**src/rtl/lsu_arbiter_if.sv**
```systemverilog
// Bundle of requester handshakes, LSU command bus and LSU read data seen by lsu_arbiter.
// The slave view belongs to the arbiter; the master view is the requesters plus the LSU.
interface lsu_arbiter_if;
    logic        i_req_0;
    logic        i_req_1;
    logic        i_wren_0;
    logic        i_wren_1;
    logic [31:0] i_addr_0;
    logic [31:0] i_addr_1;
    logic [31:0] i_wdata_0;
    logic [31:0] i_wdata_1;
    logic [2:0]  i_slt_sl_0;
    logic [2:0]  i_slt_sl_1;
    logic        o_gnt_0;
    logic        o_gnt_1;
    logic        o_rvalid_0;
    logic        o_rvalid_1;
    logic [31:0] o_rdata_0;
    logic [31:0] o_rdata_1;
    logic        o_lsu_wren;
    logic [31:0] o_lsu_addr;
    logic [31:0] o_st_data;
    logic [2:0]  o_slt_sl;
    logic [31:0] i_ld_data;
    logic        o_busy;

    modport slave (
        input  i_req_0, i_req_1, i_wren_0, i_wren_1, i_addr_0, i_addr_1,
               i_wdata_0, i_wdata_1, i_slt_sl_0, i_slt_sl_1, i_ld_data,
        output o_gnt_0, o_gnt_1, o_rvalid_0, o_rvalid_1, o_rdata_0, o_rdata_1,
               o_lsu_wren, o_lsu_addr, o_st_data, o_slt_sl, o_busy
    );

    modport master (
        output i_req_0, i_req_1, i_wren_0, i_wren_1, i_addr_0, i_addr_1,
               i_wdata_0, i_wdata_1, i_slt_sl_0, i_slt_sl_1, i_ld_data,
        input  o_gnt_0, o_gnt_1, o_rvalid_0, o_rvalid_1, o_rdata_0, o_rdata_1,
               o_lsu_wren, o_lsu_addr, o_st_data, o_slt_sl, o_busy
    );
endinterface

```
**src/rtl/lsu_arbiter.sv**
```systemverilog
// Shares one load/store unit between the MEM stage (port 0) and an auxiliary master (port 1).
// Each grant runs IDLE -> ACCESS -> RESP, so one access completes at most every three cycles.
module lsu_arbiter #(
    parameter int PRIO_MODE    = 0,
    parameter int STARVE_LIMIT = 8
) (
    input  logic         i_clk,
    input  logic         i_reset,
    lsu_arbiter_if.slave bus
);

    typedef enum logic [1:0] {
        IDLE,
        ACCESS,
        RESP
    } state_t;

    localparam logic [7:0] StarveLimit = 8'(STARVE_LIMIT);
    localparam logic [2:0] SltLw       = 3'b101;

    state_t      state_q, state_d;
    logic        cmdPort_q, cmdPort_d;
    logic        cmdWren_q, cmdWren_d;
    logic [31:0] cmdAddr_q, cmdAddr_d;
    logic [31:0] cmdWdata_q, cmdWdata_d;
    logic [2:0]  cmdSltSl_q, cmdSltSl_d;
    logic        lastW_q, lastW_d;
    logic [7:0]  starveCnt_q, starveCnt_d;
    logic [31:0] rdata0_q, rdata0_d;
    logic [31:0] rdata1_q, rdata1_d;

    logic        winner;
    logic        grant;
    logic        inAccess;

    // A lone requester always wins; a conflict goes to the port that did not win last
    // time (round-robin) or to port 0 unless port 1 has reached its starvation limit.
    always_comb begin
        winner = bus.i_req_1;
        if (bus.i_req_0 && bus.i_req_1) begin
            if (PRIO_MODE == 0) begin
                winner = ~lastW_q;
            end else begin
                winner = (starveCnt_q == StarveLimit);
            end
        end
    end

    assign grant = (state_q == IDLE) && (bus.i_req_0 || bus.i_req_1);

    always_comb begin
        state_d     = state_q;
        cmdPort_d   = cmdPort_q;
        cmdWren_d   = cmdWren_q;
        cmdAddr_d   = cmdAddr_q;
        cmdWdata_d  = cmdWdata_q;
        cmdSltSl_d  = cmdSltSl_q;
        lastW_d     = lastW_q;
        starveCnt_d = starveCnt_q;
        rdata0_d    = rdata0_q;
        rdata1_d    = rdata1_q;

        case (state_q)
            IDLE: begin
                if (grant) begin
                    state_d    = ACCESS;
                    cmdPort_d  = winner;
                    cmdWren_d  = winner ? bus.i_wren_1   : bus.i_wren_0;
                    cmdAddr_d  = winner ? bus.i_addr_1   : bus.i_addr_0;
                    cmdWdata_d = winner ? bus.i_wdata_1  : bus.i_wdata_0;
                    cmdSltSl_d = winner ? bus.i_slt_sl_1 : bus.i_slt_sl_0;
                    lastW_d    = winner;
                end
            end
            ACCESS: begin
                state_d = RESP;
                if (!cmdWren_q) begin
                    if (cmdPort_q) begin
                        rdata1_d = bus.i_ld_data;
                    end else begin
                        rdata0_d = bus.i_ld_data;
                    end
                end
            end
            RESP: begin
                state_d = IDLE;
            end
            default: begin
                state_d = IDLE;
            end
        endcase

        // Port 1 only accumulates denial while it waits in IDLE; dropping the request resets it.
        if (!bus.i_req_1 || (grant && winner)) begin
            starveCnt_d = 8'd0;
        end else if ((state_q == IDLE) && (starveCnt_q != StarveLimit)) begin
            starveCnt_d = starveCnt_q + 8'd1;
        end
    end

    always_ff @(posedge i_clk or negedge i_reset) begin
        if (!i_reset) begin
            state_q     <= IDLE;
            cmdPort_q   <= 1'b0;
            cmdWren_q   <= 1'b0;
            cmdAddr_q   <= 32'd0;
            cmdWdata_q  <= 32'd0;
            cmdSltSl_q  <= 3'd0;
            lastW_q     <= 1'b1;
            starveCnt_q <= 8'd0;
            rdata0_q    <= 32'd0;
            rdata1_q    <= 32'd0;
        end else begin
            state_q     <= state_d;
            cmdPort_q   <= cmdPort_d;
            cmdWren_q   <= cmdWren_d;
            cmdAddr_q   <= cmdAddr_d;
            cmdWdata_q  <= cmdWdata_d;
            cmdSltSl_q  <= cmdSltSl_d;
            lastW_q     <= lastW_d;
            starveCnt_q <= starveCnt_d;
            rdata0_q    <= rdata0_d;
            rdata1_q    <= rdata1_d;
        end
    end

    // Outside ACCESS the LSU sees a harmless word load at address 0, so no store can leak.
    assign inAccess       = (state_q == ACCESS);
    assign bus.o_lsu_wren = inAccess && cmdWren_q;
    assign bus.o_lsu_addr = inAccess ? cmdAddr_q  : 32'd0;
    assign bus.o_st_data  = inAccess ? cmdWdata_q : 32'd0;
    assign bus.o_slt_sl   = inAccess ? cmdSltSl_q : SltLw;

    assign bus.o_gnt_0    = grant && !winner;
    assign bus.o_gnt_1    = grant && winner;
    assign bus.o_rvalid_0 = (state_q == RESP) && !cmdPort_q;
    assign bus.o_rvalid_1 = (state_q == RESP) && cmdPort_q;
    assign bus.o_rdata_0  = rdata0_q;
    assign bus.o_rdata_1  = rdata1_q;
    assign bus.o_busy     = (state_q != IDLE);

endmodule
```
**src/flat_wrapper.sv**
```systemverilog
// flat-port wrapper written by rule: the top's interface ports become plain ports
module lsu_arbiter_flat 
#(
    parameter int PRIO_MODE    = 0,
    parameter int STARVE_LIMIT = 8
)
  (i_clk, i_reset, bus_i_req_0, bus_i_req_1, bus_i_wren_0, bus_i_wren_1, bus_i_addr_0, bus_i_addr_1, bus_i_wdata_0, bus_i_wdata_1, bus_i_slt_sl_0, bus_i_slt_sl_1, bus_i_ld_data, bus_o_gnt_0, bus_o_gnt_1, bus_o_rvalid_0, bus_o_rvalid_1, bus_o_rdata_0, bus_o_rdata_1, bus_o_lsu_wren, bus_o_lsu_addr, bus_o_st_data, bus_o_slt_sl, bus_o_busy);
  lsu_arbiter_if bus_i ();
  input  logic i_clk;
  input  logic i_reset;
  input wire logic [$bits(bus_i.i_req_0)-1:0] bus_i_req_0;
  input wire logic [$bits(bus_i.i_req_1)-1:0] bus_i_req_1;
  input wire logic [$bits(bus_i.i_wren_0)-1:0] bus_i_wren_0;
  input wire logic [$bits(bus_i.i_wren_1)-1:0] bus_i_wren_1;
  input wire logic [$bits(bus_i.i_addr_0)-1:0] bus_i_addr_0;
  input wire logic [$bits(bus_i.i_addr_1)-1:0] bus_i_addr_1;
  input wire logic [$bits(bus_i.i_wdata_0)-1:0] bus_i_wdata_0;
  input wire logic [$bits(bus_i.i_wdata_1)-1:0] bus_i_wdata_1;
  input wire logic [$bits(bus_i.i_slt_sl_0)-1:0] bus_i_slt_sl_0;
  input wire logic [$bits(bus_i.i_slt_sl_1)-1:0] bus_i_slt_sl_1;
  input wire logic [$bits(bus_i.i_ld_data)-1:0] bus_i_ld_data;
  output wire logic [$bits(bus_i.o_gnt_0)-1:0] bus_o_gnt_0;
  output wire logic [$bits(bus_i.o_gnt_1)-1:0] bus_o_gnt_1;
  output wire logic [$bits(bus_i.o_rvalid_0)-1:0] bus_o_rvalid_0;
  output wire logic [$bits(bus_i.o_rvalid_1)-1:0] bus_o_rvalid_1;
  output wire logic [$bits(bus_i.o_rdata_0)-1:0] bus_o_rdata_0;
  output wire logic [$bits(bus_i.o_rdata_1)-1:0] bus_o_rdata_1;
  output wire logic [$bits(bus_i.o_lsu_wren)-1:0] bus_o_lsu_wren;
  output wire logic [$bits(bus_i.o_lsu_addr)-1:0] bus_o_lsu_addr;
  output wire logic [$bits(bus_i.o_st_data)-1:0] bus_o_st_data;
  output wire logic [$bits(bus_i.o_slt_sl)-1:0] bus_o_slt_sl;
  output wire logic [$bits(bus_i.o_busy)-1:0] bus_o_busy;
  assign bus_i.i_req_0 = bus_i_req_0;
  assign bus_i.i_req_1 = bus_i_req_1;
  assign bus_i.i_wren_0 = bus_i_wren_0;
  assign bus_i.i_wren_1 = bus_i_wren_1;
  assign bus_i.i_addr_0 = bus_i_addr_0;
  assign bus_i.i_addr_1 = bus_i_addr_1;
  assign bus_i.i_wdata_0 = bus_i_wdata_0;
  assign bus_i.i_wdata_1 = bus_i_wdata_1;
  assign bus_i.i_slt_sl_0 = bus_i_slt_sl_0;
  assign bus_i.i_slt_sl_1 = bus_i_slt_sl_1;
  assign bus_i.i_ld_data = bus_i_ld_data;
  assign bus_o_gnt_0 = bus_i.o_gnt_0;
  assign bus_o_gnt_1 = bus_i.o_gnt_1;
  assign bus_o_rvalid_0 = bus_i.o_rvalid_0;
  assign bus_o_rvalid_1 = bus_i.o_rvalid_1;
  assign bus_o_rdata_0 = bus_i.o_rdata_0;
  assign bus_o_rdata_1 = bus_i.o_rdata_1;
  assign bus_o_lsu_wren = bus_i.o_lsu_wren;
  assign bus_o_lsu_addr = bus_i.o_lsu_addr;
  assign bus_o_st_data = bus_i.o_st_data;
  assign bus_o_slt_sl = bus_i.o_slt_sl;
  assign bus_o_busy = bus_i.o_busy;
  lsu_arbiter #(.PRIO_MODE(PRIO_MODE), .STARVE_LIMIT(STARVE_LIMIT)) u_core (.i_clk(i_clk), .i_reset(i_reset), .bus(bus_i));
endmodule
```
**config.mk**
```make
export PLATFORM = sky130hd
export DESIGN_NAME = lsu_arbiter_flat
export DESIGN_NICKNAME = d
export VERILOG_FILES = /design/src/rtl/lsu_arbiter_if.sv /design/src/rtl/lsu_arbiter.sv /design/src/flat_wrapper.sv
export SDC_FILE = /design/constraint.sdc
export NUM_CORES = 1
export LEC_CHECK = 0
export CORE_MARGIN = 4
export CORE_UTILIZATION = 34
export CTS_CLUSTER_DIAMETER = 40
export CTS_CLUSTER_SIZE = 24
export DETAILED_ROUTE_END_ITERATION = 8
export GPL_TIMING_DRIVEN = 0
export HOLD_SLACK_MARGIN = 0.15
export PLACE_DENSITY = 0.72
export REMOVE_ABC_BUFFERS = 1
export SYNTH_ARGS = -nofsm -noshare
export SYNTH_HDL_FRONTEND = slang
export SYNTH_SLANG_ARGS = --single-unit
```
**constraint.sdc**
```tcl
create_clock -name i_clk -period 2.1 [get_ports i_clk]
set_clock_uncertainty 0.15 [all_clocks]
set_input_delay 0.42 -clock i_clk [delete_from_list [all_inputs] [get_ports i_clk]]
set_output_delay 0.42 -clock i_clk [all_outputs]
set_load 0.005 [all_outputs]
```
# Word-level counts from Yosys, hierarchy flattened
# Cells that the tools add are included.
# op_classes
addsub	0
n_mul	0
div	0
magnitude_cmp	0
eq_ne	3
shifts	0
muxes	10
n_bitwise	3
reduce_logical	15
# op_table
operator	n
2-to-1 mux 32 bit	4
logical AND 1 bit	7
2-to-1 mux 3 bit	2
AND reduction 3 bit	2
case mux 2 bit (2 select lines)	1
NOT 1 bit	3
== test 2 x 1 -> 1 bit (second input constant)	1
== test 2 bit (second input constant)	1
logical NOT 1 bit	2
logical NOT 2 bit	1
2-to-1 mux 1 bit	2
2-to-1 mux 2 bit	1
!= test 2 x 1 -> 1 bit (second input constant)	1
AND reduction 2 bit	1
nonzero test 2 bit	1
logical OR 1 bit	1
# word_totals
reg_bits	136
latch_bits	0
ramBits	0
rom_bits	0
input_bits	172
output_inout_bits	137
word_cells	40
n_memories	0

# Depth between registers and ports, before layout
# Gate-level depths: netlist of run 1.
# logic_depth
word_depth	4
ltp_mapped	5
ltp_nobuf	4

# Worst setup path before layout of run 1
# No wires, ideal clock.
# synth_timing
path_type	flip-flop to output port
startpoint	register u_core.state_q[1]
endpoint	output bus_o_lsu_addr[12]
t_arrival_ps	1242
required_time_ps	1530
setup_slack_ps	288
stages_incl_launch_ff	6
cell_sequence	dfrtp_1 -> nand2b_1 -> inv_1 -> clkbuf_2 -> clkbuf_1 -> and2_1
# synth_between
elab_chain_len	2
# synth_rtl
item	line_no	text
start: declaration	lsu_arbiter.sv:21	state_t state_q, state_d;
start signal: assignment	lsu_arbiter.sv:114	state_q <= state_d;
== test 2 x 1 -> 1 bit	lsu_arbiter.sv:128	assign inAccess = (state_q == ACCESS);
2-to-1 mux 32 bit	lsu_arbiter.sv:130	assign bus.o_lsu_addr = inAccess ? cmdAddr_q : 32'd0;
end: declaration	flat_wrapper.sv:29	output wire logic [$bits(bus_i.o_lsu_addr)-1:0] bus_o_lsu_addr;
# No other way between the ends.

# Worst setup path in the final report of run 1
# layout_timing
startpoint	register u_core.state_q[0]
endpoint	output bus_o_gnt_0
# layout_between
elab_chain_len	3
# layout_rtl
item	line_no	text
logical NOT 2 bit	lsu_arbiter.sv:49	assign grant = (state_q == IDLE) && (bus.i_req_0 || bus.i_req_1);
logical AND 1 bit	lsu_arbiter.sv:49	
logical AND 1 bit	lsu_arbiter.sv:134	assign bus.o_gnt_0 = grant && !winner;
end: declaration	flat_wrapper.sv:22	output wire logic [$bits(bus_i.o_gnt_0)-1:0] bus_o_gnt_0;
# No other way between the ends.

==> metrics.cfg, run 1 <==
[logic_synthesis]
synth_edf_count=0
synthTopCellsByCount=dfrtp_1, and3_1, a221o_1, and2_1, mux2_2
synthTopCellsByArea=dfrtp_1, a221o_1, mux2_2, and3_1, and2_1
syn-mean-instance-area_sq_um=12.9
synth.top_cell.area_share_pct=56.6
syn-cell-area_sq_mm=0.00597
synth_most_common_cell=dfrtp_1
yosys.area_share.simple_pct=15.4
yosysWarnings=0
synth-adder-area-share_pct=0
ys_ff_latch=136
postSynthCellCount=464
synth.distinct_cells=22
synth_flop_cell=dfrtp_1
synth_top_family_by_area=simple AND/OR/NAND/NOR gates
synth_compound_area_share_pct=12.0
async_reset_ff_share_pct=100
synthMuxAreaShare_pct=12.1
synth-xor-area-share_pct=0
yosysSeqAreaShare_pct=57.0
yosysTopAreaCell=dfrtp_1

[critical_path]
worstSetupPathType=flip-flop to output port
worstPathMaxFanout=2
arrival_ns=1.68
crit_path_end_kind=output port
required_ns=1.53
r2r_start=u_core.state_q[0]
rr_worst_depth=8
regToRegSetupSlack_ns=0.08
critPathLaunchType=flip-flop
r2r-end=u_core.cmdAddr_q[24]

[floorplan]
ios=309
initial_core_util_pct=34.6
die_h_um=141
core_area_sq_mm=0.0172
dieArea_sq_mm=0.0197
die_w_um=141
placementRows=48

[hold_path]
min_to=u_core.bus.o_rdata_0[1]
hold_depth=1
hp-class=flip-flop to flip-flop
holdCritStartpoint=u_core.bus.o_rdata_0[1]

[pwr]
p_leak_nw=4.92
peakVddDrop_uv=690
power-per-cell-area_mw_per_mm2=1480
total_power_mw=16.0

[sta]
setup_tns_ns=-5.85
setup_viol=66
final_max_slew_viol_count=0
layout_setup_ws_ns=-0.147
min_period_ns=2.25
rsz0062_at_grt=true
maxSlewHeadroom_pct=57.2
worst_pin_slew_ns=0.642
whs_ns=0.350
fmax_mhz=445
min_period_over_period_pct=107
final-hold-violation-count=0

[grt]
grt-ovfl-total=0
grt_max_degree=72
grt_first_pass_wirelength_mm=34.1
grt_use_total_pct=22.4
grt_pass1_vias=5976
antenna_found_initial=0

[placed_design]
io_buffers=308
place_area_sq_mm=0.00945
place_hpwl_mm=14.8
place_ws_ns=-0.942
dp_cells=969
place_congestion=0.808

[clock_network]
clk-insertion-delay-late_ns=0.42
tritoncts=built
cts.sinks=136
htreeDepth=4
cts_root_buf=clkbuf_16
clkTransAtPathRegs_ns=0.06
numCtsBuffers=17
clock_path_buffers=2

[detailed_routing]
routedWlPerCell_um=21.7
vias=5388
drtAntennaViolNets=0
dr.pass1.iters=6
wl_mm=22.5
drtIter0Drc=189
drc=0
vias_per_cell=5.18

[finish]
syn2layout_area_growth_pct=80.6
diodes=0
stdcell_area_sq_mm=0.0108
fin_nets=974
post-route-util_pct=62.6
drive_gt1_share_pct=35.7
final_cells=1040

[job]
maxCapViolCount=0

[run_status]
failed_checks=setup timing
status=complete, but fails checks

## how the worst max path moves through the flow
stage / from / end / slack [ns]
finish: u_core.state_q[0] / bus_o_gnt_0 / -0.15
global route: u_core.state_q[1] / bus_o_lsu_addr[31] / -0.21
CTS: u_core.state_q[1] / bus_o_lsu_addr[31] / -0.21
detailed placement: bus_i_req_0 / bus_o_gnt_0 / -0.94
global placement: i_reset / u_core.bus.o_rdata_0[12] / -4.79
floorplan: bus_i_req_1 / u_core.cmdAddr_q[0] / -1.27
## where the power goes
part	internal (mW)	total (mW)	switching [mW]
combinational	5.26	8.34	3.08
clock	1.67	2.85	1.18
sequential	3.96	4.77	0.803
total	10.9	16.0	5.06
## worst max-delay path: stages, from the launching register on
cell and delay (ns):
dfrtp_2 0.43, buf_6 0.13, nor2_4 0.13, inv_2 0.07
a211oi_4 0.22, clkbuf_16 0.20, buf_6 0.09
## per-layer routing
layer | up-vias | GRT usage, % | share of wire (%)
li1 | 2414 | - | -
met1 | 2667 | 27.2 | 40
met2 | 279 | 38.5 | 50
met3 | 28 | 6.90 | 7.7
met4 | 0 | 6.32 | 1.7
met5 | - | 0 | 0
## timing repair
item / CTS / global route
buffers inserted: 25 / 8
gates resized for setup: 420 / 28
endpoints found under the hold margin: 65 / 0
hold buffers: 1 / 0
gates cloned: 10 / 0
setup endpoints to repair: 137 / 146
pin swaps: 59 / 8
## placed cells by master, fill, tap and decap left out, types with 3 or more instances in the layout
cell             count
a221o_1             68
and2_1               8
and2_4              58
and3_1              68
buf_12               7
buf_16               9
buf_2               10
buf_4               15
buf_6               73
buf_8                6
clkbuf_16           18
clkdlybuf4s50_1    233
clkinv_2             3
clkinv_4             3
clkinvlp_4           3
dfrtp_1            133
inv_1                4
mux2_1               4
mux2_2              60
nand2b_4             3
## registers in the layout, indices dropped and copies added (netlist names)
signal	flops
u_core.bus.o_rdata_0	32
u_core.cmdAddr_q	32
u_core.cmdPort_q	1
u_core.cmdWren_q	1
u_core.state_q	2
u_core.bus.o_rdata_1	32
u_core.lastW_q	1
u_core.cmdWdata_q	32
u_core.cmdSltSl_q	3
## area by class of cell
class / instances / area [sq um]
clock inverters: 13 / 123
well taps: 225 / 282
flip-flops and latches: 136 / 3410
fillers: 1304 / 6450
clock buffers: 19 / 443
multi-input cells: 282 / 2590
repair buffers: 359 / 3910
inverters: 6 / 30.0
## kinds of logic after synthesis
| family | after synthesis |
|---|---|
| and+or+nand+nor | 145 |
| DFF | 136 |
| AOI/OAI and AO/OA | 72 |
| muxes | 64 |
| buffers and inverters | 47 |
No activity file was read; power rests on OpenSTA's default activity.
==> run 2, diff against run 1 <==
--- a/config.mk
+++ b/config.mk
@@ -6,7 +6,7 @@
 export NUM_CORES = 1
 export LEC_CHECK = 0
 export CORE_MARGIN = 4
-export CORE_UTILIZATION = 34
+export CORE_UTILIZATION = 35
 export CTS_CLUSTER_DIAMETER = 40
 export CTS_CLUSTER_SIZE = 24
 export DETAILED_ROUTE_END_ITERATION = 8
==> run 2 against run 1 <==
- the run still ends with setup timing left
- largest cell class unchanged
- largest power group unchanged
- routed wire length rose by 2.7%
- via count grew 1.4%
- hold slack worse by 0.012 ns
- worst setup slack got worse by 0.082 ns
==> metrics.cfg, run 2 (synthesis results as in run 1) <==
[clock_network]
cts.sinks=136  ; unchanged
clkTransAtPathRegs_ns=0.06  ; about the same
numCtsBuffers=17  ; unchanged
clk-insertion-delay-late_ns=0.42  ; about the same
htreeDepth=4  ; unchanged
cts_root_buf=clkbuf_16
tritoncts=built
clock_path_buffers=2  ; unchanged

[placed_design]
dp_cells=963  ; -0.62%
place_hpwl_mm=15.2  ; +3.1%
place_congestion=0.863  ; +6.7%
place_area_sq_mm=0.00945  ; about the same
io_buffers=308  ; unchanged

[floorplan]
dieArea_sq_mm=0.0192  ; -2.7%
ios=309  ; unchanged
core_area_sq_mm=0.0166  ; -3.4%
die_w_um=139  ; -1.4%
placementRows=47  ; -2.1%
die_h_um=139  ; -1.4%
initial_core_util_pct=35.9  ; +1.2 points

[run_status]
status=complete, but fails checks
failed_checks=setup timing

[critical_path]
required_ns=1.53  ; about the same
arrival_ns=1.76  ; +0.08 ns
worstSetupPathType=flip-flop to output port
worstPathMaxFanout=8  ; +6
r2r_start=u_core.state_q[1]
crit_path_end_kind=output port
critPathLaunchType=flip-flop
cp-startpoint=u_core.state_q[0]

[grt]
grt_first_pass_wirelength_mm=35.5  ; +4.3%
grt_pass1_vias=6037  ; +1.0%
grt_use_total_pct=23.7  ; +1.3 points
grt-ovfl-total=0  ; unchanged
grt_max_degree=71  ; -1.4%
antenna_found_initial=0  ; unchanged

[detailed_routing]
vias_per_cell=5.22  ; +0.83%
routedWlPerCell_um=22.1  ; +2.1%
drtAntennaViolNets=0  ; unchanged
drtIter0Drc=215  ; +14%
drc=0  ; unchanged
wl_mm=23.1  ; +2.7%
dr.pass1.iters=4  ; -2
vias=5464  ; +1.4%

[finish]
fin_nets=984  ; +1.0%
final_cells=1046  ; +0.58%
final_common_cell=clkdlybuf4s50_1
syn2layout_area_growth_pct=84.0
drive_gt1_share_pct=36.2  ; +0.54 points
post-route-util_pct=66.0  ; +3.5 points
stdcell_area_sq_mm=0.0110  ; +1.9%
final_cell_mix=clkdlybuf4s50_1, dfrtp_1, buf_6, and3_1, a221o_1

[pwr]
p_leak_nw=5.02  ; +2.0%
total_power_mw=16.5  ; +3.3%
peakVddDrop_uv=643  ; -6.8%
power-per-cell-area_mw_per_mm2=1500  ; +1.3%

[hold_path]
hp-class=flip-flop to flip-flop
holdCritStartpoint=u_core.bus.o_rdata_0[1]

[sta]
worst_pin_slew_ns=0.659  ; +0.0170 ns
final_max_slew_viol_count=0  ; unchanged
maxSlewHeadroom_pct=55.9  ; -1.3 points
final-hold-violation-count=0  ; unchanged
min_period_ns=2.33  ; +0.0817 ns
min_period_over_period_pct=111  ; +3.9 points
setup_tns_ns=-10.54  ; -4.69 ns
rsz0062_at_grt=true
layout_setup_ws_ns=-0.229  ; -0.0817 ns
fmax_mhz=429  ; -3.5%
setup_viol=68  ; +3.0%

[job]
maxCapViolCount=0  ; unchanged

run 2: final cells by class:
| type | instances | area (sq um) |
|---|---|---|
| clock inverters | 14 | 155 |
| clock buffers | 18 | 439 |
| flip-flops and latches | 136 | 3410 |
| diodes | 1 | 2.50 |
| inverters | 6 | 30.0 |
| multi-input cells | 281 | 2580 |
| fillers | 1191 | 5650 |
| repair buffers | 370 | 4110 |
| well taps | 220 | 275 |
run 2: where the power goes:
part           switching (mW)  leakage [nW]  internal (mW)
clock                    1.26         0.283           1.71
sequential              0.803          1.65           3.96
combinational            3.18          3.09           5.56
total                    5.24          5.02           11.2
run 2: repair_timing:
action,CTS,global route
setup buffers,37,4
gates cloned,9,1
hold buffers,1,0
pin swaps,59,5
endpoints found under the setup margin,171,99
resized for setup,439,7
hold endpoints to repair,66,0
run 2: metal layers:
metal  global-route usage [%]  routed length, um
met3                     8.93               2080
met2                     40.9              11600
met4                     8.03                580
met1                     27.1               8870
met5                        0                  0
run 2: worst paths after layout:
| path | endpoint | slack [ns] | depth (start not counted) |
|---|---|---|---|
| max | bus_o_lsu_addr[11] | -0.23 | 8 |
| min | u_core.bus.o_rdata_0[1] | 0.34 | 1 |
| max reg2reg | u_core.bus.o_rdata_1[20] | 0.06 | 6 |
| min reg2reg | u_core.bus.o_rdata_0[1] | 0.34 | 1 |
| max in group asynchronous | u_core.lastW_q | 0.58 | 3 |
| min in group asynchronous | u_core.bus.o_rdata_0[31] | 0.43 | 2 |
run 2: stage by stage:
step                      hold slack, ns  setup slack (ns)
after floorplan                  -0.0256             -1.27
after global placement             0.317             -4.75
after detailed placement           0.316             -1.10
after CTS                          0.343            -0.251
after global routing               0.374            -0.290
final                              0.338            -0.229
run 2: critical path, stage by stage, from the launching register on:
cell and delay (ns):
dfrtp_2 0.42, buf_6 0.12, nand2b_4 0.09, inv_8 0.06, buf_12 0.13, buf_12 0.13
buf_16 0.14, and2_4 0.14, buf_6 0.11
==> run 3, diff against run 2 <==
--- a/config.mk
+++ b/config.mk
@@ -14,6 +14,7 @@
 export HOLD_SLACK_MARGIN = 0.15
 export PLACE_DENSITY = 0.72
 export REMOVE_ABC_BUFFERS = 1
+export SKIP_CTS_REPAIR_TIMING = 1
 export SYNTH_ARGS = -nofsm -noshare
 export SYNTH_HDL_FRONTEND = slang
 export SYNTH_SLANG_ARGS = --single-unit
==> run 3 against run 2 <==
- the run still ends with setup timing left
- combinational power shrank 13%
- die area is the same
- largest power group unchanged
- sequential power shrank 0.8%
- critical endpoint is now bus_o_gnt_0
==> metrics.cfg, run 3 (synthesis results as in run 1) <==
[run_status]
status=complete, but fails checks
failed_checks=setup timing

[critical_path]
required_ns=1.53  ; about the same
critPathLaunchType=flip-flop
r2r-end=u_core.cmdWdata_q[18]
crit_path_top_delay_cell=dfrtp_2
crit_chain=buf_6 > nor2_4 > inv_2 > a211oi_4 > clkbuf_16 > buf_16 > buf_6
worstSetupPathType=flip-flop to output port
crit_top_cell=buf_6
rr_worst_depth=7  ; +1
r2r_start=u_core.state_q[1]
arrival_ns=1.79  ; +0.03 ns
regToRegSetupSlack_ns=0.09  ; +0.03 ns
slowest_delay_ns=0.43  ; about the same
worstPathMaxFanout=8  ; unchanged
crit_path_end_kind=output port

[finish]
post-route-util_pct=63.4  ; -2.6 points
final_common_cell=clkdlybuf4s50_1
syn2layout_area_growth_pct=76.7
drive_gt1_share_pct=25.8  ; -10 points
fin_nets=977  ; -0.71%
stdcell_area_sq_mm=0.0106  ; -4.0%
final_cell_mix=clkdlybuf4s50_1, dfrtp_1, and3_1, a221o_1, mux2_2
final_cells=1039  ; -0.67%

[grt]
grt_max_degree=71  ; unchanged
grt_use_total_pct=21.0  ; -2.7 points
grt_first_pass_wirelength_mm=32.0  ; -10%
grt_pass1_vias=5606  ; -7.1%
antenna_found_initial=0  ; unchanged
grt-ovfl-total=0  ; unchanged

[floorplan]
placementRows=47  ; unchanged
initial_core_util_pct=35.9  ; unchanged
ios=309  ; unchanged
dieArea_sq_mm=0.0192  ; unchanged
die_w_um=139  ; unchanged
core_area_sq_mm=0.0166  ; unchanged
die_h_um=139  ; unchanged

[placed_design]
place_ws_ns=-1.10  ; unchanged
place_area_sq_mm=0.00945  ; unchanged
io_buffers=308  ; unchanged
dp_cells=963  ; unchanged
place_congestion=0.863  ; unchanged
place_hpwl_mm=15.2  ; unchanged

[sta]
maxSlewHeadroom_pct=55.8  ; -0.075 points
layout_setup_ws_ns=-0.263  ; -0.0343 ns
final_max_slew_viol_count=0  ; unchanged
min_period_over_period_pct=113  ; +1.6 points
fmax_mhz=423  ; -1.5%
final-hold-violation-count=0  ; unchanged
setup_tns_ns=-11.94  ; -1.40 ns
whs_ns=0.340  ; +0.00130 ns
setup_viol=69  ; +1.5%
worst_pin_slew_ns=0.660  ; +0.00112 ns
min_period_ns=2.36  ; +0.0343 ns
rsz0062_at_grt=true

[pwr]
p_leak_nw=5.29  ; +5.3%
power-per-cell-area_mw_per_mm2=1450  ; -3.5%
peakVddDrop_uv=631  ; -2.0%
total_power_mw=15.3  ; -7.4%

[detailed_routing]
drtIter0Drc=234  ; +8.8%
drc=0  ; unchanged
vias_per_cell=5.20  ; -0.39%
drtAntennaViolNets=0  ; unchanged
vias=5406  ; -1.1%
routedWlPerCell_um=21.7  ; -1.9%
dr.pass1.iters=4  ; unchanged
wl_mm=22.5  ; -2.5%

[clock_network]
cts.sinks=136  ; unchanged
cts_root_buf=clkbuf_16
numCtsBuffers=17  ; unchanged
clock_path_buffers=2  ; unchanged
clk-insertion-delay-late_ns=0.42  ; about the same
tritoncts=built
htreeDepth=4  ; unchanged
clkTransAtPathRegs_ns=0.07  ; about the same

[hold_path]
min_to=u_core.bus.o_rdata_0[1]
hp-class=flip-flop to flip-flop
holdCritStartpoint=u_core.bus.o_rdata_0[1]
hold_depth=1  ; unchanged

[job]
maxCapViolCount=0  ; unchanged

==> run 3: power breakdown <==
| group | switching (mW) | leakage (nW) | internal, mW | total (mW) |
|---|---|---|---|---|
| registers | 0.756 | 1.65 | 3.96 | 4.72 |
| logic | 2.93 | 3.36 | 4.63 | 7.57 |
| clock network | 1.27 | 0.283 | 1.71 | 2.98 |
==> run 3: cell type report <==
type                            instances  area (sq um)
Fill cell                            1245          6090
Inverter                                6          35.0
Timing Repair inverter                  1          8.76
Tap cell                              220           275
Clock buffer                           18           439
Clock inverter                         14           155
Antenna cell                            1          2.50
Sequential cell                       136          3410
Multi-Input combinational cell        281          2440
Timing Repair Buffer                  362          3790
==> run 3: how the worst max path moves through the flow <==
| stage | end | cells after the start | start |
|---|---|---|---|
| 6_report | bus_o_gnt_0 | 7 | u_core.state_q[1] |
| 5_1_grt | bus_o_gnt_0 | 7 | u_core.state_q[1] |
| 4_1_cts | bus_o_gnt_0 | 6 | u_core.state_q[1] |
| 3_5_place_dp | bus_o_gnt_0 | 6 | bus_i_req_0 |
| 3_3_place_gp | u_core.cmdAddr_q[21] | 1 | i_reset |
| 2_1_floorplan | u_core.cmdAddr_q[0] | 2 | bus_i_req_1 |
==> run 3: per-layer routing <==
metal	up-vias	track usage [%]	part of all wire (%)
met5	-	0	0
met4	0	6.85	3.0
met3	43	8.07	8.1
met2	286	35.3	49
met1	2661	24.8	40
li1	2416	-	-
==> run 3: worst max-delay path: cells and delay by family (launching register included) <==
family | cells | cell delay, ns
DFF | 1 | 0.43
buffers and inverters | 5 | 0.60
AOI/OAI and AO/OA | 1 | 0.25
and+or+nand+nor | 1 | 0.09
==> edit 1, RTL diff (settings of run 3) <==
`PRIO_MODE` is set to 0 in 2 places; all go to 1.
--- a/src/rtl/lsu_arbiter.sv
+++ b/src/rtl/lsu_arbiter.sv
@@ -3,3 +3,3 @@
 module lsu_arbiter #(
-    parameter int PRIO_MODE    = 0,
+    parameter int PRIO_MODE    = 1,
     parameter int STARVE_LIMIT = 8
--- a/src/flat_wrapper.sv
+++ b/src/flat_wrapper.sv
@@ -3,3 +3,3 @@
 #(
-    parameter int PRIO_MODE    = 0,
+    parameter int PRIO_MODE    = 1,
     parameter int STARVE_LIMIT = 8
Function: changed (a bounded check fails within 4 cycles, from zero or initial values and one cycle with i_reset low).
==> edit 1 against run 3 <==
The flow still finishes with violations (setup timing); global-route usage is 1.9 points lower; area after synthesis is 6.7% higher; count of clock-buffer cells in the layout stayed put; final area is 9.7% higher; sequential power is 1% higher; sequential cell count is 7 higher; setup slack worse by 520 ps; wire length is 4.5% higher; total power is 7.5% higher.
==> edit 1: results (changes against run 3) <==
Yosys
  • Distinct cells, synth: 33 (+50%)
  • Seq/Total Area, Yosys: 56.2% (-0.84 points)
  • Synth Area in XOR/XNOR: 0.687% (+0.69 points)
  • Synth cell count leaders: dfrtp_1, and2_1, a221o_1, mux2_2, clkbuf_1
  • Synth Area in Compound Gates: 11.6% (-0.42 points)
  • Multiplexer area fraction after synthesis: 11.3% (-0.76 points)
  • Cells after synthesis: 498 (+7.3%)
  • Adder-cell share of the synthesized area: 0.393% (+0.39 points)

Placed design
  • Area after DPL: 9840 sq um (+4.1%)
  • Post-DP HPWL: 14.8 mm (-3.0%)
  • Cells after DPL: 1015 (+5.4%)
  • Final weighted congestion of routability-driven global placement: 0.782 (-9.4%)
  • DP Worst Slack: -1000 ps (+97.0 ps)

Outcome
  • Run status: finished, violations left
  • Failing checks: setup timing

Worst setup path
  • Reg2Reg Setup Slack: -260 ps (-350 ps)
  • Kind of cell adding the most delay to the critical path: simple AND/OR/NAND/NOR gates
  • CP startpoint: u_core.starveCnt_q[4]$_DFFE_PN0P_
  • CP max stage cell: or4_4
  • Slowest cell delay on critical path: 570 ps (+140 ps)
  • Reg-to-Reg End: u_core.cmdWdata_q[9]$_DFFE_PN0P_
  • End of the critical path: bus_o_gnt_1

Cells and area
  • Share of cells above drive strength 1: 35.4% (+9.6 points)
  • Fillers: 1290 (+3.6%)
  • Nets: 1078 (+10%)
  • Fin cells: 1146 (+10%)

GRT
  • Initial antenna violation count: 1 (+1)
  • Vias in the first global route: 5720 (+2.0%)
  • GRT Total Usage: 19.0% (-1.9 points)
  • First-pass GRT wire length: 30.6 mm (-4.2%)
  • Largest net degree at the start of global routing: 80 (+13%)

Min path
  • HP Start: u_core.bus.o_rdata_0[31]$_DFFE_PN0P_

Pwr
  • Combinational Power Share: 51.8% (+2.2 points)
  • Leakage: 5.24 nW (-0.89%)
  • P_sw: 5.12 mW (+3.2%)
  • Cell Int Power: 11.3 mW (+9.5%)
  • Seq pwr: 4.79 mW (+1%)

Timing
  • Hold slack: 335 ps (-4.15 ps)
  • Relative slew slack: 48.3% (-7.5 points)
  • Setup TNS Final: -24770 ps (-12830 ps)
  • Final setup violation count: 158 (+130%)
  • Worst setup margin: -788 ps (-525 ps)

Routing
  • Vias per std cell: 5.01 (-3.8%)
  • Initial DRC Count: 258 (+10%)
  • Routed metal-1 wirelength: 9.57 mm (+7.5%)
  • Uppermost layer routed: met5
  • Routed wire length on met2: 11.3 mm (+1.6%)
  • Avg WL per Cell: 20.5 um (-5.3%)
  • WL met3: 1.98 mm (+8.0%)
[edit 1: changes by cell type in the layout (fill, tap and decap cells not counted), sizes merged, moves of 3 or more]
| cell | before | now |
|---|---|---|
| nand3 | 0 | 3 |
| nor2 | 1 | 8 |
| nand4 | 0 | 3 |
| nand2 | 1 | 6 |
| clkbuf | 60 | 68 |
| dfrtp | 135 | 143 |
| buf | 51 | 127 |
| xnor2 | 0 | 3 |
| dlymetal6s2s | 35 | 6 |
| and3 | 69 | 1 |
| and2 | 66 | 134 |
[edit 1: layout make-up]
class	instances	area [sq um]	share of cell area, %
clock buffer	18	439	3.79
clock inverter	14	170	1.47
inverter	6	35.0	0.303
multi-input combinational	315	2750	23.7
sequential	143	3580	30.9
tap	229	287	2.47
timing repair buffer	418	4280	36.9
timing repair inverter	3	43.8	0.378
[edit 1: metal layers]
metal | vias up | global-route usage, %
met5 | - | 0
met2 | 275 | 31.7
met1 | 2809 | 23.3
met3 | 43 | 6.87
li1 | 2608 | -
met4 | 2 | 5.65
==> edit 2, RTL diff (flow settings as in run 3) <==
Without the edit above. Make the reset (`i_reset`) synchronous in one clocked block.
--- a/src/rtl/lsu_arbiter.sv
+++ b/src/rtl/lsu_arbiter.sv
@@ -100,3 +100,3 @@
 
-    always_ff @(posedge i_clk or negedge i_reset) begin
+    always_ff @(posedge i_clk) begin
         if (!i_reset) begin
Function: differs if i_reset is asserted again (counterexample within 4 cycles, from zero or initial values and one cycle with i_reset low); with i_reset held inactive, the same outputs for 4 cycles.
==> edit 2 against run 3 <==
Fmax rose by 3.7%; critical path type unchanged; area after synthesis up 2.3%; the flow still finishes with violations (setup timing); largest cell class unchanged; wire length rose by 12%; sequential cell count did not move; synthesized cell count is 66% higher; setup slack gained 84 ps; final area is 0.57% lower.
Power is not compared: it rests on default switching activity, and its combinational part moved more than twofold at a synthesized area within 25%.
==> edit 2: results (changes against run 3) <==
Cells and area
  • Share of cells above drive strength 1: 18.1% (-7.7 points)
  • Fillers: 1541 (+24%)
  • # diodes: 0 (-1)
  • Nets: 1255 (+28%)

Yosys
  • Ys Warns: 0 (unchanged)
  • Async SR Flop Fraction: 0% (-100 points)
  • Synth cell count leaders: nand2_1, dfxtp_1, a21oi_1, and2_1, nand3_1
  • Seq/Total Area, Yosys: 44.6% (-12 points)
  • Distinct cells, synth: 30 (+36%)
  • Synth area leaders: dfxtp_1, nand2_1, a311oi_1, and2_1, a21oi_1

Timing
  • Fin. max-slew vios: 0 (unchanged)
  • Worst setup margin: -179 ps (+84.0 ps)
  • Setup TNS Final: -3020 ps (+8920 ps)
  • Final setup violation count: 31 (-55%)
  • Relative slew slack: 39.3% (-17 points)

GRT
  • Vias in the first global route: 6024 (+7.5%)
  • Largest net degree at the start of global routing: 109 (+54%)
  • GRT Total Usage: 20.9% (-0.077 points)
  • First-pass GRT wire length: 32.9 mm (+3.0%)
  • Initial antenna violation count: 0 (unchanged)

Min path
  • HP Class: in -> reg
  • WHS Path Cells: 2 (+1)

Placed design
  • Final weighted congestion of routability-driven global placement: 0.815 (-5.5%)
  • Post-DP HPWL: 15.1 mm (-0.97%)
  • DP Worst Slack: -1150 ps (-44.4 ps)
  • I/O Buffers: 308 (unchanged)

CTS
  • Num CTS Buffers: 17 (unchanged)
  • Clk slew on worst S/H paths: 60 ps
  • H-tree depth: 4 (unchanged)
  • Clock root buffer master: clkbuf_16
  • Clock Path Buffers: 2 (unchanged)
  • Clock Latency Late Sink: 410 ps

Worst setup path
  • Critical Path AT: 1710 ps (-80 ps)
  • Reg2Reg Depth: 6 (-1)
  • Reg2Reg Setup Slack: 20 ps (-70 ps)
  • Crit path max fanout: 6 (-2)

Routing
  • Initial DRC Count: 281 (+20%)
  • DRT Wirelength: 25.2 mm (+12%)
  • Vias per std cell: 5.17 (-0.64%)
  • Pre-Repair DR Iteration Count: 5 (+1)

Outcome
  • Run status: finished, violations left
  • Failing checks: setup timing

Pwr
  • Leakage: 4.49 nW
  • Max IR drop VDD: 0.545 mV
==> edit 2: changes by cell type after synthesis, sizes merged, moves of 68 or more <==
cell,change
and3,-68
a311oi,+68
a221o,-68
dfrtp,-135
dfxtp,+136
nand2,+200
==> edit 2: area by class of cell <==
type	instances	area, sq um	share of cell area, %
timing repair buffer	366	3650	34.8
multi-input combinational	560	3200	30.5
sequential	136	2730	26.0
clock buffer	17	425	4.05
tap	225	282	2.68
clock inverter	14	199	1.90
inverter	2	10.0	0.0954
==> edit 2: final timing paths <==
path                                            to                                   from
max                             bus_o_lsu_addr[17]         u_core.state_q[0]$_SDFFE_PN0P_
min                  u_core.cmdPort_q$_SDFFE_PN0P_                                i_reset
max reg2reg     u_core.cmdWdata_q[27]$_SDFFE_PN0P_         u_core.state_q[1]$_SDFFE_PN0P_
min reg2reg  u_core.bus.o_rdata_1[24]$_SDFFE_PN0P_  u_core.bus.o_rdata_1[24]$_SDFFE_PN0P_
==> edit 2: kinds of logic (layout without fill, tap and decap cells) <==
| family | Yosys count | in the layout | synth area share [%] |
|---|---|---|---|
| AND/OR/NAND/NOR | 346 | 351 | 26.0 |
| AO/OA/AOI/OAI | 206 | 209 | 23.4 |
| flip-flops | 136 | 136 | 44.6 |
| buffers and inverters | 84 | 399 | 6.10 |
==> edit 2: metrics by stage <==
step	cell area, sq um	hold slack [ps]	std cells
floorplan	5740	302	690
global placement	9110	294	1223
detailed placement	9380	302	1234
CTS	10000	231	1265
global route	10500	245	1320
finish	10500	247	1320
==> edit 2: layer usage <==
layer	up-vias	wire, um	track usage, %
li1	3308	-	-
met1	3196	10000	24.2
met2	287	12300	35.1
met3	33	2400	8.84
met4	0	442	6.32
met5	-	0	0
==> edit 2: power by group <==
group	leakage [nW]	internal [mW]	switching [mW]
combinational	3.07	0.902	0.766
sequential	1.12	2.79	0.112
clock	0.304	1.99	1.21
total	4.49	5.69	2.09
==> edit 2: worst max-delay path, stage by stage (launching register included) <==
cell	delay, ps
dfxtp_4	360
nor2b_4	200
buf_6	140
buf_6	100
buf_6	100
buf_6	140
and2_1	140
clkbuf_2	110
